--- src/rtl/msx_host_pkg.sv ---
// msx_host_pkg: shared command layout, FSM encoding and response constants for the host queue.
package msx_host_pkg;
  typedef struct packed {
    logic [15:0] addr;
    logic [7:0]  wdata;
    logic        rw;
    logic        mio;
    logic        slot;
  } cmd_t;
  typedef logic [1:0] state_t;
  localparam state_t IDLE  = 2'd0;
  localparam state_t ISSUE = 2'd1;
  localparam state_t RESP  = 2'd2;
  localparam state_t GAP   = 2'd3;
  localparam logic [7:0] RSP_TIMEOUT_DATA = 8'hFF;
endpackage

--- src/rtl/msx_cmd_fifo.sv ---
// msx_cmd_fifo: synchronous command FIFO with wrap-bit pointers; full blocks pushes even during a pop.
module msx_cmd_fifo
  import msx_host_pkg::*;
#(
  parameter int DEPTH = 4
) (
  input  logic                     CLK,
  input  logic                     RST,
  input  logic                     push,
  input  logic                     pop,
  input  cmd_t                     din,
  output cmd_t                     dout,
  output logic                     full,
  output logic                     empty,
  output logic [$clog2(DEPTH):0]   level
);
  localparam int AW = $clog2(DEPTH);
  cmd_t mem [DEPTH];
  logic [AW:0] wptr, rptr;
  logic wr, rd;
  assign wr = push & ~full;
  assign rd = pop & ~empty;
  assign level = wptr - rptr;
  assign full = level == (AW + 1)'(DEPTH);
  assign empty = wptr == rptr;
  assign dout = mem[rptr[AW-1:0]];
  always_ff @(posedge CLK or negedge RST)
    if (!RST) begin
      wptr <= '0;
      rptr <= '0;
    end else begin
      if (wr) wptr <= wptr + 1'b1;
      if (rd) rptr <= rptr + 1'b1;
    end
  always_ff @(posedge CLK)
    if (wr) mem[wptr[AW-1:0]] <= din;
endmodule

--- src/rtl/msx_host_cmd_queue.sv ---
// msx_host_cmd_queue: buffers host transactions and issues them one at a time to the MSX bus
// cycle engine, returning read data and aborting cycles that exceed TIMEOUT.
module msx_host_cmd_queue
  import msx_host_pkg::*;
#(
  parameter int DEPTH   = 4,
  parameter int TIMEOUT = 1024
) (
  input  logic                   CLK,
  input  logic                   RST,
  input  logic                   HOST_VALID,
  output logic                   HOST_READY,
  input  logic [15:0]            HOST_ADDR,
  input  logic [7:0]             HOST_WDATA,
  input  logic                   HOST_RW,
  input  logic                   HOST_MIO,
  input  logic                   HOST_SLOT,
  output logic                   RSP_VALID,
  output logic [7:0]             RSP_DATA,
  input  logic                   RSP_READY,
  output logic                   BUS_EN,
  output logic [15:0]            BUS_ADDR,
  output logic [7:0]             BUS_WDATA,
  output logic                   BUS_RW,
  output logic                   BUS_MIO,
  output logic                   BUS_SLOT,
  input  logic                   BUS_DONE,
  input  logic [7:0]             BUS_RDATA,
  output logic [$clog2(DEPTH):0] LEVEL,
  output logic                   ERR,
  input  logic                   CLR_ERR
);
  localparam int TW = $clog2(TIMEOUT);
  localparam logic [TW-1:0] TLAST = TW'(TIMEOUT - 1);
  state_t state;
  cmd_t head, host_cmd;
  logic full, empty, expire;
  logic [TW-1:0] timer;
  assign host_cmd = {HOST_ADDR, HOST_WDATA, HOST_RW, HOST_MIO, HOST_SLOT};
  assign HOST_READY = ~full;
  assign expire = timer == TLAST;
  msx_cmd_fifo #(.DEPTH(DEPTH)) u_fifo (
    .CLK   (CLK),
    .RST   (RST),
    .push  (HOST_VALID),
    .pop   (state == IDLE),
    .din   (host_cmd),
    .dout  (head),
    .full  (full),
    .empty (empty),
    .level (LEVEL)
  );
  // ERR clear is written first so a same-cycle timeout set overrides it.
  always_ff @(posedge CLK or negedge RST)
    if (!RST) begin
      state     <= IDLE;
      timer     <= '0;
      BUS_EN    <= 1'b0;
      BUS_ADDR  <= '0;
      BUS_WDATA <= '0;
      BUS_RW    <= 1'b0;
      BUS_MIO   <= 1'b0;
      BUS_SLOT  <= 1'b0;
      RSP_VALID <= 1'b0;
      RSP_DATA  <= '0;
      ERR       <= 1'b0;
    end else begin
      if (CLR_ERR) ERR <= 1'b0;
      case (state)
        IDLE:
          if (!empty) begin
            {BUS_ADDR, BUS_WDATA, BUS_RW, BUS_MIO, BUS_SLOT} <= head;
            BUS_EN <= 1'b1;
            timer  <= '0;
            state  <= ISSUE;
          end
        ISSUE:
          if (BUS_DONE || expire) begin
            BUS_EN    <= 1'b0;
            RSP_VALID <= ~BUS_RW;
            state     <= BUS_RW ? GAP : RESP;
            if (!BUS_DONE) ERR <= 1'b1;
            if (!BUS_RW) RSP_DATA <= BUS_DONE ? BUS_RDATA : RSP_TIMEOUT_DATA;
          end else timer <= timer + 1'b1;
        RESP:
          if (RSP_READY) begin
            RSP_VALID <= 1'b0;
            state     <= GAP;
          end
        default: state <= IDLE;
      endcase
    end
endmodule

--- config.mk ---
export PLATFORM = sky130hd
export DESIGN_NAME = msx_host_cmd_queue
export DESIGN_NICKNAME = d
export VERILOG_FILES = /design/src/rtl/msx_host_pkg.sv /design/src/rtl/msx_cmd_fifo.sv /design/src/rtl/msx_host_cmd_queue.sv
export SDC_FILE = /design/constraint.sdc
export NUM_CORES = 1
export LEC_CHECK = 0
export CORE_MARGIN = 8
export CORE_UTILIZATION = 25
export CTS_CLUSTER_DIAMETER = 30
export DETAILED_ROUTE_END_ITERATION = 16
export MAX_ROUTING_LAYER = met4
export PLACE_DENSITY = 0.55
export SLEW_MARGIN = 20
export SYNTH_ARGS = -nofsm -noshare
export SYNTH_HDL_FRONTEND = slang
export SYNTH_HIERARCHICAL = 1
export SYNTH_SLANG_ARGS = --single-unit
--- constraint.sdc ---
create_clock -name CLK -period 3.1 [get_ports CLK]
set_input_delay 0.62 -clock CLK [delete_from_list [all_inputs] [get_ports CLK]]
set_output_delay 0.62 -clock CLK [all_outputs]
set_load 0.005 [all_outputs]
# ---- Yosys cells after proc, flatten, opt, wreduce, memory -nomap -nowiden
# Memories as Yosys holds them, arrays and structs flattened. A register that Yosys moved wholly into a read port is not among the register bits.
# Index checks and enable logic that the tools add are counted.
# Widths: inputs -> output; s select.
dict set report word_totals {
  ff_bits 29
  ramBits 108
  input_bits 41
  out_inout_bits 42
  wordCells 59
  n_memories 1
}
# name depth word_bits rd rd_ports_with_merged_regs write_ports line
set memory_table {}
lappend memory_table {u_fifo.mem 4 27 1 1 1 msx_cmd_fifo.sv:18} ;# cmd_t mem [DEPTH];
dict set report classes {
  n_addsub 4
  eq_ne 9
  n_mux 21
  bitwise 5
  n_reduce_logical 11
}
# cell n
set ops {}
lappend ops {{$mux 10} 2}
lappend ops {{$pmux 10 s2} 1}
lappend ops {{$reduce_and 3->1} 5}
lappend ops {{$mux 1} 11}
lappend ops {{$add 10x1->10 const B} 1}
lappend ops {{$eq 10x10->1 const B} 1}
lappend ops {{$mux 8} 1}
lappend ops {{$ne 2x2->1 const B} 4}
lappend ops {{$add 3x1->3 const B} 2}
lappend ops {{$mux 2} 3}
lappend ops {{$pmux 2 s3} 1}
lappend ops {{$pmux 1 s2} 2}
lappend ops {{$reduce_bool 2->1} 2}
lappend ops {{$eq 3x3->1} 1}
lappend ops {{$eq 3x3->1 const B} 1}
lappend ops {{$not 1->1} 3}
lappend ops {{$sub 3x3->3} 1}
lappend ops {{$and 1x1->1} 2}
lappend ops {{$eq 2x1->1 const B} 1}
lappend ops {{$eq 2x2->1 const B} 1}
lappend ops {{$logic_not 2->1} 1}
lappend ops {{$reduce_and 2->1} 1}
lappend ops {{$logic_not 1->1} 1}
lappend ops {{$logic_or 1x1->1} 1}

# ---- Logic depth before layout (Yosys ltp)
dict set report logic_depth {
  word_depth 6
  ltp_mapped 11
  ltp_nobuf 8
}

# ---- Hierarchy
# Netlist, hierarchy kept.
# module instances cells_each area_each_um2 seq_area_each_um2
set modules_own_cells {}
lappend modules_own_cells {msx_cmd_fifo 1 187 4364.2 3393.3}
lappend modules_own_cells {msx_host_cmd_queue 1 191 2348.5 1251.2}

# ---- Worst setup path before layout
# Ideal clock, no wire load.
dict set report synth_path {
  path_type {reg-to-reg}
  startpoint {register u_fifo.rptr[1]}
  endpoint {memory u_fifo/mem[2][0] in the netlist's numbering (enable)}
  setup_ns 0.386
  t_arrival_ns 2.683
  required_time_ns 2.714
  slack_ns 0.031
  stages_incl_launch_ff 8
  n_path_buf 2
  synth_period_minus_slack_ns 3.069
  path_cell_list {dfrtp_1 -> buf_2 -> buf_1 -> inv_1 -> fa_1 -> xnor3_2 -> a31oi_4 -> and2_1}
}
dict set report synth_via {
  elab_chain_cells 6
}
# element line
set synth_rtl {}
lappend synth_rtl {{start: declaration} msx_cmd_fifo.sv:19} ;# logic [AW:0] wptr, rptr;
lappend synth_rtl {{start signal: assignment} msx_cmd_fifo.sv:33} ;# if (rd) rptr <= rptr + 1'b1;
lappend synth_rtl {{$sub 3x3->3} msx_cmd_fifo.sv:23} ;# assign level = wptr - rptr;
lappend synth_rtl {{net LEVEL[2]} msx_host_cmd_queue.sv:29} ;# output logic [$clog2(DEPTH):0] LEVEL,
lappend synth_rtl {{$eq 3x3->1} msx_cmd_fifo.sv:24} ;# assign full = level == (AW + 1)'(DEPTH);
lappend synth_rtl {{$not 1->1} msx_cmd_fifo.sv:21} ;# assign wr = push & ~full;
lappend synth_rtl {{$and 1x1->1} msx_cmd_fifo.sv:21}
lappend synth_rtl {{$mux 1} msx_cmd_fifo.sv:36} ;# if (wr) mem[wptr[AW-1:0]] <= din;
lappend synth_rtl {{$mux 1 (not written as such)} msx_cmd_fifo.sv:36}
lappend synth_rtl {{end: declaration} msx_cmd_fifo.sv:18}
# The timed path passes the listed nets, and every way through them passes these cells.

# ---- Worst setup path after layout
dict set report layout_path {
  startpoint {register u_fifo.wptr[0]}
  endpoint {output port HOST_READY}
}
dict set report layout_via {
  elab_chain_cells 3
}
# element line
set layout_rtl {}
lappend layout_rtl {{start: declaration} msx_cmd_fifo.sv:19}
lappend layout_rtl {{start signal: assignment} msx_cmd_fifo.sv:32} ;# if (wr) wptr <= wptr + 1'b1;
lappend layout_rtl {{$sub 3x3->3} msx_cmd_fifo.sv:23}
lappend layout_rtl {{$eq 3x3->1} msx_cmd_fifo.sv:24}
lappend layout_rtl {{net full} msx_host_cmd_queue.sv:37} ;# logic full, empty, expire;
lappend layout_rtl {{$not 1->1} msx_host_cmd_queue.sv:40} ;# assign HOST_READY = ~full;
lappend layout_rtl {{end: declaration} msx_host_cmd_queue.sv:12} ;# output logic HOST_READY,
# The timed path passes the listed nets, and every way through them passes these cells.

==> results.py <==
metrics = {
    "routing": {
        "routed_via_density": 4.42,
        "drc": 0,
        "drtPass1Iterations": 4,
        "drt_wl_total_mm": 14.3,
        "drt_iter0_markers": 193,
        "vias": 3711,
        "ant_nets": 0,
        "wl_per_cell_um": 17.1,
    },
    "power_and_ir_drop": {
        "ir_drop_uv": 341,
        "p_leak_nw": 3.06,
        "power_density_mw_per_mm2": 1020,
        "power_mw": 8.84,
    },
    "setup_path": {
        "timing.rr.end": "u_fifo/mem[3][16]",
        "critical-path-top-delay-family": "adder cells",
        "critPathKind": "register to primary output",
        "reg2reg_slack_ns": 0.63,
        "cp.required_ns": 2.48,
        "cp_max_fo": 3,
        "path_cells": "inv_2, ha_1, inv_1, fa_2, nand2b_4, nor2b_2, inv_1, clkdlybuf4s50_1",
        "r2r-start": "u_fifo/wptr[0]",
        "reg2reg_depth": 9,
        "critPathLaunchType": "register",
        "cp-end-kind": "primary output",
        "arrival_ns": 2.40,
        "timing.critical_path.buf_inv": 4,
        "crit_path_frequent_cell": "inv_1",
        "slowest_delay_ns": 0.46,
        "crit_slowest_cell": "fa_2",
    },
    "yosys": {
        "ys_seq_elements": 164,
        "syn_avg_cell_area_sq_um": 17.8,
        "synth_xor_area_share_pct": 1.01,
        "synth-simple-area-share_pct": 5.87,
        "seq_area_frac_synth_pct": 69.2,
        "syn_inst": 378,
        "ys_warn_count": 6,
        "synthMuxAreaShare_pct": 15.6,
        "async_flop_share_pct": 34.1,
        "synth-edff-count": 108,
        "synth-compound-area-share_pct": 4.08,
        "synth_ff_type": "edfxtp_1",
        "ys_types": 51,
        "synth_top_family_by_area": "multiplexers",
        "syn_nets": 432,
        "syn_area_sq_mm": 0.00671,
        "synth-adder-area-share_pct": 2.53,
    },
    "grt": {
        "globalRouteTotalUtil_pct": 9.24,
        "grt_max_degree": 57,
        "grt_pass1_wl_mm": 22.7,
        "grt-ovfl-total": 0,
        "grt_pass1_vias": 3935,
        "antenna_found_initial": 2,
    },
    "clock_network": {
        "clk_latency_ns": 0.43,
        "cts.sinks": 164,
        "cts_tree": "built",
        "cts_buffers": 17,
        "htreeDepth": 4,
        "clk_pin_slew_ns": 0.08,
        "clk_path_buf_depth": 2,
        "clock-root-buffer": "clkbuf_16",
    },
    "sta": {
        "setup_viol": 0,
        "worstMarginPinSlew_ns": 0.807,
        "fin_crit_sh_pct": 97.4,
        "finalCriticalPeriod_ns": 3.02,
        "finalHoldViolCount": 0,
        "setup_ws_ns": 0.0817,
        "final.setup.tns_ns": 0,
        "rsz0062_at_grt": "false",
        "fin_skew_ns": 0.0193,
        "relSlewSlack_pct": 46.2,
        "slew_viol_final": 0,
        "clock.fmax_mhz": 331,
    },
    "place": {
        "dp_hpwl_mm": 9.61,
        "portBuffers": 82,
        "place_congestion": 0.743,
        "post-place-cells": 802,
        "pre_cts_slack_ns": 0.309,
    },
    "cells_and_area": {
        "final_cell_mix": "edfxtp_1, clkdlybuf4s50_1, dfrtp_1, mux2_2, mux4_2",
        "layout.nets": 538,
        "drive_gt1_share_pct": 27.2,
        "multi_input_area_sq_mm": 0.00198,
        "area_delta_synth_final_pct": 29.5,
        "layout_commonest_cell": "edfxtp_1",
        "ff_latch_area_sq_mm": 0.00465,
        "nFillCells": 2560,
        "final_cells": 840,
    },
    "die": {
        "start_util_pct": 25.2,
        "rows": 60,
        "fp.dieH_um": 180,
        "die-area_sq_mm": 0.0323,
        "core_area_sq_mm": 0.0267,
        "die-width_um": 180,
        "pin_count": 83,
    },
    "flow_run": {
        "maxCapViolCount": 0,
    },
    "hold_path": {
        "hp-class": "primary input to asynchronous set/reset pin",
    },
    "status": {
        "outcome": "complete, no violations",
    },
}
## logic make-up (layout without fill, tap and decap cells)
group / count (synthesis) / count (layout)
flip-flops: 164 / 164
AND/OR/NAND/NOR: 70 / 70
multiplexers: 66 / 66
AO/OA/AOI/OAI: 34 / 34
buffers and inverters: 25 / 144
adder cells (fa/ha/maj): 13 / 13
XOR/XNOR: 6 / 6
other: 0 / 2
## flip-flops by register name (all words and copies together), names as in the netlist, 2 cells and up
register	cells
BUS_ADDR	16
BUS_WDATA	8
RSP_DATA	8
state	2
timer	10
u_fifo/mem	108
u_fifo/rptr	3
u_fifo/wptr	3
## cell usage after synthesis, types with 4 or more instances
cell type | n | area share (%)
nand3_1 | 6 | 0.45
nand2b_1 | 12 | 1.1
o21ai_0 | 6 | 0.45
clkbuf_1 | 4 | 0.22
inv_1 | 12 | 0.67
nor3_1 | 5 | 0.37
nor2_1 | 7 | 0.39
xnor2_1 | 4 | 0.52
buf_2 | 5 | 0.37
edfxtp_1 | 108 | 48
o211ai_1 | 5 | 0.56
mux2_2 | 39 | 6.5
ha_1 | 12 | 2.2
dfrtp_1 | 56 | 21
mux4_2 | 27 | 9.1
nand2_1 | 15 | 0.84
## worst max-delay path by stage
stage | start | to | depth (start not counted)
finish | u_fifo/wptr[0] | HOST_READY | 8
floorplan | u_fifo/rptr[1] | u_fifo/mem[2][0] | 7
CTS | u_fifo/wptr[0] | HOST_READY | 8
detailed placement | u_fifo/wptr[0] | HOST_READY | 8
global route | u_fifo/wptr[0] | HOST_READY | 8
global placement | u_fifo/wptr[0] | HOST_READY | 8
## layout make-up
cell class / count / area share [%]
Sequential cell: 164 / 53.5
Tap cell: 341 / 4.91
Multi-Input combinational cell: 189 / 22.7
Clock buffer: 17 / 4.90
Inverter: 12 / 0.518
Timing Repair Buffer: 100 / 11.0
Antenna cell: 2 / 0.0576
Clock inverter: 15 / 2.43
## routing by layer
layer  vias to the layer above  track usage (%)  part of all wire [%]
met5                         -                -                     0
met4                         0             2.50                  0.79
met3                        12             2.84                   4.7
met2                        95             15.3                    50
met1                      1908             10.8                    44
li1                       1696                -                     -
## metrics by stage
stage,util (%),hold WS [ns],cell area (sq um)
floorplan,-,0.324,6710
global placement,30.0,0.479,8010
detailed placement,30.0,0.497,8010
CTS,32.5,0.304,8670
global route,32.6,0.328,8690
finish,32.6,0.276,8690
## power by group
part	internal, mW	switching [mW]
sequential	3.06	0.275
combinational	1.82	1.48
clock	1.18	1.02
total	6.06	2.78
## what timing repair did
| action | 4_1_cts | 5_1_grt |
|---|---|---|
| resized for setup | 4 | 0 |
| buffers inserted | 2 | 2 |
| endpoints found under the setup margin | 1 | 1 |
| hold buffers | 0 | 0 |
Power figures use the tool's default switching activity.
